===== src/rtl/motor_rotation_scheduler_if.sv =====
// motor_rotation_scheduler_if: panel-side inputs and driver-side outputs of the motor rotation scheduler
interface motor_rotation_scheduler_if #(
    parameter int N_MOTORS = 4
);
    localparam int ID_W = N_MOTORS > 1 ? $clog2(N_MOTORS) : 1;
    logic                  enable;
    logic                  test_mode;
    logic [N_MOTORS-1:0]   req;
    logic [N_MOTORS-1:0]   fault;
    logic                  fault_clr;
    logic [N_MOTORS-1:0]   motor_on;
    logic [ID_W-1:0]       cur_id;
    logic                  busy;
    logic                  dead;
    logic [N_MOTORS-1:0]   fault_lat;
    logic [16*N_MOTORS-1:0] slot_cnt;
    modport master (
        output enable, test_mode, req, fault, fault_clr,
        input  motor_on, cur_id, busy, dead, fault_lat, slot_cnt
    );
    modport slave (
        input  enable, test_mode, req, fault, fault_clr,
        output motor_on, cur_id, busy, dead, fault_lat, slot_cnt
    );
endinterface


===== src/rtl/motor_rotation_scheduler.sv =====
// motor_rotation_scheduler: round-robin single-motor power sharing with dead time and fault latching
// Optional per-motor completed-slot counters: define MOTOR_SCHED_SLOT_CNT_EN.
module motor_rotation_scheduler #(
    parameter int N_MOTORS      = 4,
    parameter int CLK_FREQ_HZ   = 25_000_000,
    parameter int SLOT_CYC      = 30 * CLK_FREQ_HZ,
    parameter int TEST_SLOT_CYC = 3 * CLK_FREQ_HZ,
    parameter int DEAD_CYC      = CLK_FREQ_HZ / 10
) (
    input logic clk,
    input logic rst,
    motor_rotation_scheduler_if.slave bus
);
    localparam int ID_W  = N_MOTORS > 1 ? $clog2(N_MOTORS) : 1;
    localparam int MAX_S = SLOT_CYC > TEST_SLOT_CYC ? SLOT_CYC : TEST_SLOT_CYC;
    localparam int SW    = $clog2(MAX_S + 1);
    localparam int DW    = $clog2(DEAD_CYC + 1);

    typedef enum logic [1:0] {IDLE, RUN, DEAD} state_t;

    state_t              state, state_n;
    logic [N_MOTORS-1:0] elig, sel, on_n;
    logic [ID_W-1:0]     last_id, last_n, id_n, gnt_id;
    logic [SW-1:0]       scnt, scnt_n, slot_len;
    logic [DW-1:0]       dcnt, dcnt_n;
    logic                tsel, tsel_n, gnt_ok, stop, expire, others;

    function automatic logic [ID_W-1:0] nxt(input logic [ID_W-1:0] b, input int k);
        return ID_W'((int'(b) + k) % N_MOTORS);
    endfunction

    assign elig     = bus.req & ~bus.fault_lat & ~bus.fault;
    assign sel      = N_MOTORS'(1) << bus.cur_id;
    assign stop     = ~bus.enable | ~elig[bus.cur_id];
    assign expire   = scnt == SW'(1);
    assign others   = |(elig & ~sel);
    assign slot_len = tsel ? SW'(TEST_SLOT_CYC) : SW'(SLOT_CYC);

    // Descending scan so the nearest index after last_id wins.
    always_comb begin
        gnt_ok = 1'b0;
        gnt_id = '0;
        for (int k = N_MOTORS; k >= 1; k--) begin
            if (elig[nxt(last_id, k)]) begin
                gnt_ok = 1'b1;
                gnt_id = nxt(last_id, k);
            end
        end
    end

    always_comb begin
        state_n = state;
        on_n    = '0;
        id_n    = bus.cur_id;
        last_n  = last_id;
        scnt_n  = scnt;
        dcnt_n  = DW'(DEAD_CYC);
        tsel_n  = tsel;
        case (state)
            IDLE: if (bus.enable && gnt_ok) begin
                state_n = RUN;
                on_n    = N_MOTORS'(1) << gnt_id;
                id_n    = gnt_id;
                last_n  = gnt_id;
                tsel_n  = bus.test_mode;
                scnt_n  = bus.test_mode ? SW'(TEST_SLOT_CYC) : SW'(SLOT_CYC);
            end
            RUN: begin
                if (stop) state_n = DEAD;
                else if (expire) begin
                    state_n = others ? DEAD : RUN;
                    on_n    = others ? '0 : sel;
                    scnt_n  = slot_len;
                end else begin
                    on_n   = sel;
                    scnt_n = scnt - SW'(1);
                end
            end
            DEAD: begin
                dcnt_n  = dcnt - DW'(1);
                state_n = dcnt == DW'(1) ? IDLE : DEAD;
            end
            default: state_n = IDLE;
        endcase
    end

    always_ff @(posedge clk) begin
        if (rst) begin
            state        <= IDLE;
            bus.motor_on <= '0;
            bus.cur_id   <= '0;
            last_id      <= ID_W'(N_MOTORS - 1);
            bus.busy     <= 1'b0;
            bus.dead     <= 1'b0;
            scnt         <= '0;
            dcnt         <= '0;
            tsel         <= 1'b0;
        end else begin
            state        <= state_n;
            bus.motor_on <= on_n;
            bus.cur_id   <= id_n;
            last_id      <= last_n;
            bus.busy     <= state_n == RUN;
            bus.dead     <= state_n == DEAD;
            scnt         <= scnt_n;
            dcnt         <= dcnt_n;
            tsel         <= tsel_n;
        end
    end

    // A live fault always re-sets its latch, so it beats a same-cycle clear.
    always_ff @(posedge clk) begin
        if (rst) bus.fault_lat <= '0;
        else bus.fault_lat <= bus.fault | (bus.fault_lat & ~{N_MOTORS{bus.fault_clr}});
    end

`ifdef MOTOR_SCHED_SLOT_CNT_EN
    logic done;
    assign done = state == RUN && !stop && expire;
    for (genvar i = 0; i < N_MOTORS; i++) begin : g_cnt
        logic [15:0] c;
        always_ff @(posedge clk) begin
            if (rst) c <= '0;
            else if (done && bus.cur_id == ID_W'(i) && c != 16'hFFFF) c <= c + 16'd1;
        end
        assign bus.slot_cnt[16*i +: 16] = c;
    end
`else
    assign bus.slot_cnt = '0;
`endif
endmodule


===== src/flat_wrapper.sv =====
// flat-port wrapper written by rule: the top's interface ports become plain ports
module motor_rotation_scheduler_flat 
#(
    parameter int N_MOTORS      = 4,
    parameter int CLK_FREQ_HZ   = 25_000_000,
    parameter int SLOT_CYC      = 30 * CLK_FREQ_HZ,
    parameter int TEST_SLOT_CYC = 3 * CLK_FREQ_HZ,
    parameter int DEAD_CYC      = CLK_FREQ_HZ / 10
)
  (clk, rst, bus_enable, bus_test_mode, bus_req, bus_fault, bus_fault_clr, bus_motor_on, bus_cur_id, bus_busy, bus_dead, bus_fault_lat, bus_slot_cnt);
  motor_rotation_scheduler_if #(.N_MOTORS(N_MOTORS)) bus_i ();
  input logic clk;
  input logic rst;
  input wire logic [$bits(bus_i.enable)-1:0] bus_enable;
  input wire logic [$bits(bus_i.test_mode)-1:0] bus_test_mode;
  input wire logic [$bits(bus_i.req)-1:0] bus_req;
  input wire logic [$bits(bus_i.fault)-1:0] bus_fault;
  input wire logic [$bits(bus_i.fault_clr)-1:0] bus_fault_clr;
  output wire logic [$bits(bus_i.motor_on)-1:0] bus_motor_on;
  output wire logic [$bits(bus_i.cur_id)-1:0] bus_cur_id;
  output wire logic [$bits(bus_i.busy)-1:0] bus_busy;
  output wire logic [$bits(bus_i.dead)-1:0] bus_dead;
  output wire logic [$bits(bus_i.fault_lat)-1:0] bus_fault_lat;
  output wire logic [$bits(bus_i.slot_cnt)-1:0] bus_slot_cnt;
  assign bus_i.enable = bus_enable;
  assign bus_i.test_mode = bus_test_mode;
  assign bus_i.req = bus_req;
  assign bus_i.fault = bus_fault;
  assign bus_i.fault_clr = bus_fault_clr;
  assign bus_motor_on = bus_i.motor_on;
  assign bus_cur_id = bus_i.cur_id;
  assign bus_busy = bus_i.busy;
  assign bus_dead = bus_i.dead;
  assign bus_fault_lat = bus_i.fault_lat;
  assign bus_slot_cnt = bus_i.slot_cnt;
  motor_rotation_scheduler #(.N_MOTORS(N_MOTORS), .CLK_FREQ_HZ(CLK_FREQ_HZ), .SLOT_CYC(SLOT_CYC), .TEST_SLOT_CYC(TEST_SLOT_CYC), .DEAD_CYC(DEAD_CYC)) u_core (.clk(clk), .rst(rst), .bus(bus_i));
endmodule

===== config.mk =====
export PLATFORM = sky130hd
export DESIGN_NAME = motor_rotation_scheduler_flat
export DESIGN_NICKNAME = d
export VERILOG_FILES = /design/src/rtl/motor_rotation_scheduler_if.sv /design/src/rtl/motor_rotation_scheduler.sv /design/src/flat_wrapper.sv
export SDC_FILE = /design/constraint.sdc
export NUM_CORES = 1
export LEC_CHECK = 0
export ABC_AREA = 1
export BUFFER_PORTS_ARGS = -buffer_cell sky130_fd_sc_hd__buf_2
export CORE_MARGIN = 5
export CORE_UTILIZATION = 35
export CTS_BUF_LIST = sky130_fd_sc_hd__clkbuf_8
export CTS_CLUSTER_DIAMETER = 80
export DETAILED_ROUTE_END_ITERATION = 10
export PLACE_DENSITY = 0.59
export SLEW_MARGIN = 40
export SYNTH_ARGS = -nofsm -noshare
export SYNTH_HDL_FRONTEND = slang
export SYNTH_SLANG_ARGS = --single-unit

===== constraint.sdc =====
create_clock -name clk -period 3 [get_ports clk]
set_clock_uncertainty 0.1 [all_clocks]
set_input_delay 0.15 -clock clk [delete_from_list [all_inputs] [get_ports clk]]
set_output_delay 0.15 -clock clk [all_outputs]
set_load 0.01 [all_outputs]

Word-level counts from Yosys, hierarchy flattened
Index checks and enable logic that the tools add are counted.

Muxes and demuxes: 36. Add/subtract/negate cells: 6. Equality and inequality tests: 8. Bitwise logic cells: 13. Shifts and indexed selects: 2. $lt $le $gt $ge: 5. Reductions and logical operators: 7.

Operators by type and width (count): 30-bit 2-to-1 mux (5); 30-bit one-hot mux with 2 select lines (1); 30-bit by 1-bit equality test with 1-bit output, second input constant (1); 30-bit by 1-bit subtractor with 30-bit output, second input constant (1); 22-bit by 1-bit equality test with 1-bit output, second input constant (1); 22-bit 2-to-1 mux (1); 22-bit by 1-bit subtractor with 22-bit output, second input constant (1); 2-bit 2-to-1 mux (9); 4-bit AND (4); 4-bit 2-to-1 mux (4); 4-bit NOT (4); 2-bit by 3-bit < comparator with 1-bit output, second input constant (5); 1-bit binary-select mux with 2-bit select (5); 1-bit 2-to-1 mux (9); 4-bit one-hot mux with 2 select lines (1); 1-bit by 2-bit left shift with 4-bit output, first input constant (2); 2-bit one-hot mux with 3 select lines (1); 2-bit by 1-bit adder with 2-bit output, second input constant (2); 2-bit adder, second input constant (2); 2-bit by 1-bit equality test with 1-bit output, second input constant (2); 2-bit equality test, second input constant (2); 4-bit OR (1); 4-bit OR reduction (1); 1-bit NOT (3); 9 further kinds (9).

Output and inout bits: 76. Bits in registers: 69.

Longest topological paths before layout
Depth after elaboration: 13. Gate-level depth with buffers: 13.

Worst setup path after synthesis
Ideal clock, no wire load.

Kind: flip-flop to flip-flop. Start point: register u_core.dcnt[0]. End point: register u_core.dcnt[18]. Data arrival time: 1.449 ns. Setup time: 0.109 ns. Buffers on the path: 0. Setup slack: 1.343 ns. Data required time: 2.791 ns. Clock period less this slack: 1.657 ns. Cell stages (with the launch flop): 12. Cell sequence: dfxtp_1 -> inv_1 -> ha_1 -> nand2_1 -> nor2_1 -> nand2_1 -> nor2_1 -> nand2_1 -> o21ai_1 -> o211ai_1 -> nand2_1 -> inv_1.

Cells in the longest elaborated chain, start to end: 2.

RTL lines: start, declared (line motor_rotation_scheduler.sv:25) `logic [DW-1:0] dcnt, dcnt_n;`; start signal, assigned (line motor_rotation_scheduler.sv:106) `dcnt <= dcnt_n;`; 22-bit by 1-bit subtractor with 22-bit output (line motor_rotation_scheduler.sv:80) `dcnt_n = dcnt - DW'(1);`; 22-bit 2-to-1 mux (line motor_rotation_scheduler.sv:59) `case (state)`.

No other way between the ends. A chain may end at the register's enable or synchronous reset.

Worst setup path in the final report
Start point: input port bus_fault[1]. End point: register u_core.scnt[29].

Cells in the longest elaborated chain, start to end: 11. Elaborated cells between the ends (all ways): 22.

RTL lines: start, declared (line flat_wrapper.sv:17) `input wire logic [$bits(bus_i.fault)-1:0] bus_fault;`; 4-bit NOT * (line motor_rotation_scheduler.sv:32) `assign elig = bus.req & ~bus.fault_lat & ~bus.fault;`; 4-bit AND * (line motor_rotation_scheduler.sv:32); 1-bit binary-select mux with 2-bit select (line motor_rotation_scheduler.sv:44) `if (elig[nxt(last_id, k)]) begin`; 1-bit 2-to-1 mux (not written as such) (line motor_rotation_scheduler.sv:44); 1-bit 2-to-1 mux (4 in a row) (line motor_rotation_scheduler.sv:44); 1-bit logical AND (line motor_rotation_scheduler.sv:60) `IDLE: if (bus.enable && gnt_ok) begin`; 2-bit by 1-bit != test with 1-bit output (no source line); 3-bit AND reduction (no source line) *; end signal, assigned (line motor_rotation_scheduler.sv:105) `scnt <= scnt_n;`; end, declared (line motor_rotation_scheduler.sv:24) `logic [SW-1:0] scnt, scnt_n, slot_len;`.

Every way passes the cells marked *; elsewhere a longest branch is shown, timed or not. The select of a mux whose other input is x is not followed.

==> results by group <==
Outcome
  • Status: finished, final reports clean

Global route
  • Vias in the first global route: 3644
  • First-pass GRT wire length: 17.33 mm
  • Pin count of the biggest net entering global routing: 24
  • GRT Total Usage: 13.21%
  • Grt ovf: 0
  • Initial antenna violation count: 0

Synthesis
  • Synthesized cell area: 0.004609 mm^2
  • Synthesis Warnings: 0
  • Post-synth cell types: 45
  • Synth area leaders: dfxtp_1 30%, nand2_1 12%, buf_4 11%
  • Avg Cell Area, Syn: 6.719 um^2
  • Synth top area share: 29.97%
  • Gate Count Post-Synth: 686
  • Cell taking the most area after synthesis: dfxtp_1
  • Yosys reg bits: 69
  • Seq/Total Area, Yosys: ~30%

Power
  • Clock network fraction of total power: roughly a fifth
  • Sw power: 2.039 mW
  • Combinational share of power: about 50%
  • Sw Share: 46.85%
  • Reg power frac: 30.6%
  • Maximum VDD drop: 0.3793 mV
  • Int Pwr: ~2.3 mW
  • P_leak: 2.349 nW
  • Power Density: 882.6 mW/mm^2

Timing
  • Fmax: around 440 MHz
  • Worst-Margin Slew: 0.7136 ns
  • Final min period: around 2.3 ns
  • RSZ-0062 raised after global routing: no
  • Fin Hold WS: 0.02889 ns
  • # setup viols final: 0
  • Number of hold violations in the final report: 0
  • Fin crit share: about 76%
  • Relative slew margins: 52.37%
  • Final TNS setup: 0 ns
  • Fin. max-slew vios: 0

Floorplanning
  • Core box area: about 0.013 mm^2
  • # IOs: between 80 and 90
  • Die span in y: 124.8 um
  • Die span in x: 124.8 um
  • Initial Utilization: 35.23%
  • Std-Cell Rows: 42
  • Die Outline Area: 0.01557 mm^2

Clock tree
  • CTS tree: built
  • CTS root buf: clkbuf_8
  • Post-CTS setup buffers: 0
  • Clk_lat worst skew: 0.36 ns
  • CTS Sinks: 69
  • Worst-path clk slew: 0.08 ns
  • CTS max path bufs: 2
  • Htree depth: 3
  • Cts bufs inserted: 9

Cells and area
  • Layout Nets: 734
  • Layout cells sized above 1: 13.57%
  • Area delta synth->final: 7.003%
  • Ant diodes: 0

Drt
  • Final ANT Viol Nets: 0
  • Residual DRC: 0
  • Vias/cell: 4.445
  • Total Wirelength: between 10 and 15 mm
  • Vias post-DR: 3992
  • First DRT Iteration DRCs: 255
  • Drt wl/cell: between 10 and 15 um
  • DR pass1 iterations: 4

Setup path
  • Slowest cell on crit path: dlygate4sd3_1
  • Critical Path, Cell by Cell: dlygate4sd3_1 -> buf_2 -> inv_2 -> nand3_2 -> nand2_1 -> nand2_1 -> nand2_2 -> o21bai_4 -> nand2_2 -> inv_2 -> nor2_1 -> nand2_1 -> a21oi_2
  • Max incr delay on CP: 0.55 ns
  • CP most frequent cell: nand2_1
  • Worst EP arrival: 2.50 ns
  • Delay-heaviest family, CP: simple AND/OR/NAND/NOR gates
  • CP Class: input port to register
  • Max FO, Critical Path: 21
  • WP buf/inv: 4
  • Crit path launch type: input port
  • Setup crit end kind: register
  • Required time worst endpoint: ~3.2 ns

Placement
  • HPWL after DPL: 7.653 mm
  • Port Buf Inserts: 24
  • Placer congestion estimate: 0.8806

Hold path
  • Hold Crit Class: input port to register

Job
  • Max_cap viols: 0
-- cells in the final DEF (no fill, tap or decap), drive strengths merged, types with 3 or more instances in the layout --
cell type,n
a21oi,50
a31oi,5
buf,27
clkbuf,9
conb,64
dfxtp,69
dlygate4sd3,9
ha,4
inv,88
nand2,154
nand3,46
nand3b,3
nand4,15
nor2,93
nor3,7
nor4,3
o21a,4
o21ai,35
o21bai,3
or2,8
xnor2,6
xor2,8
-- synth_stat cells (all sizes together) --
| cell type | number |
|---|---|
| o22ai | 2 |
| o31ai | 1 |
| a21boi | 1 |
| nand3b | 3 |
| clkbuf | 5 |
| xor2 | 8 |
| o21bai | 3 |
| nand2 | 154 |
| conb | 1 |
| o21ai | 35 |
| o41ai | 1 |
| inv | 85 |
| buf | 74 |
| o21a | 4 |
| or2 | 8 |
| o211ai | 1 |
| nor3b | 2 |
| nand3 | 46 |
| a31oi | 5 |
| dfxtp | 69 |
| ha | 4 |
| nor2 | 93 |
| a21oi | 50 |
| nor4 | 3 |
| nand4 | 15 |
| xnor2 | 6 |
| nor3 | 7 |
-- timing repair --
item / in CTS / in global routing
hold endpoints to repair: 5 / 0
resized for setup: 0 / 0
hold buffers: 9 / 0
-- cells by family after synthesis --
group,synth area share [%]
compound gates,13.06
xor+xnor,2.660
fa+ha+maj,1.086
buf+inv,19.79
flops,29.97
other cells,0.08136
simple gates,33.36
-- flip-flops by register name, indices dropped and copies added (netlist names) --
| signal | flops |
|---|---|
| u_core.scnt | 30 |
| u_core.dcnt | 22 |
| u_core.bus.fault_lat | 4 |
| u_core.bus.motor_on | 4 |
| u_core.bus.cur_id | 2 |
| u_core.last_id | 2 |
| u_core.state | 2 |
| u_core.bus.busy | 1 |
| u_core.bus.dead | 1 |
| u_core.tsel | 1 |
-- per-stage QoR --
step | instances | util (%) | total power, mW | setup slack, ns | cell area (um^2)
5_1_grt | 898 | 37.69 | 4.746 | 0.4772 | 4932
3_5_place_dp | 873 | 35.31 | 3.481 | 0.7793 | 4621
3_3_place_gp | 873 | 35.31 | 3.495 | 0.8299 | 4621
2_1_floorplan | 749 | - | 3.130 | 1.343 | 4846
6_report | 898 | 37.69 | 4.353 | 0.7060 | 4932
4_1_cts | 898 | 37.69 | 4.375 | 0.7551 | 4932
-- layer usage --
| metal | global-route usage, % | routed length, um | up-vias |
|---|---|---|---|
| met5 | 0 | 0 | - |
| met4 | 5.351 | 201 | 0 |
| met3 | 2.487 | 495 | 17 |
| met2 | 21.15 | 4584 | 84 |
| met1 | 17.47 | 4947 | 1768 |
| li1 | - | - | 2123 |
-- path summary, 6_finish.rpt --
kind	from	to	slack (ns)	cells past startpoint
worst max-delay path	bus_fault[1]	u_core.scnt[29]	0.71	13
worst min-delay path	rst	u_core.dcnt[13]	0.03	2
worst max register to register	u_core.last_id[0]	u_core.scnt[29]	0.76	10
worst min register to register	u_core.dcnt[0]	u_core.dcnt[0]	0.35	1
-- area by class of cell --
type	instances	area [um^2]
Multi-Input combinational cell	516	2552
Timing Repair Buffer	36	232.7
Clock inverter	7	97.59
Inverter	85	324.1
Fill cell	1421	8153
Clock buffer	9	123.9
Sequential cell	69	1381
Tap cell	176	220.2
-- power by group through the flow --
| stage | registers [mW] | clock network [mW] | logic [mW] |
|---|---|---|---|
| final | 1.33 | 0.865 | 2.16 |
| after global routing | 1.37 | 0.931 | 2.45 |
| after CTS | 1.33 | 0.891 | 2.15 |
| after detailed placement | 1.35 | 0 | 2.13 |
| after global placement | 1.36 | 0 | 2.14 |
| after floorplan | 1.30 | 0 | 1.83 |
Power figures use the tool's default switching activity.
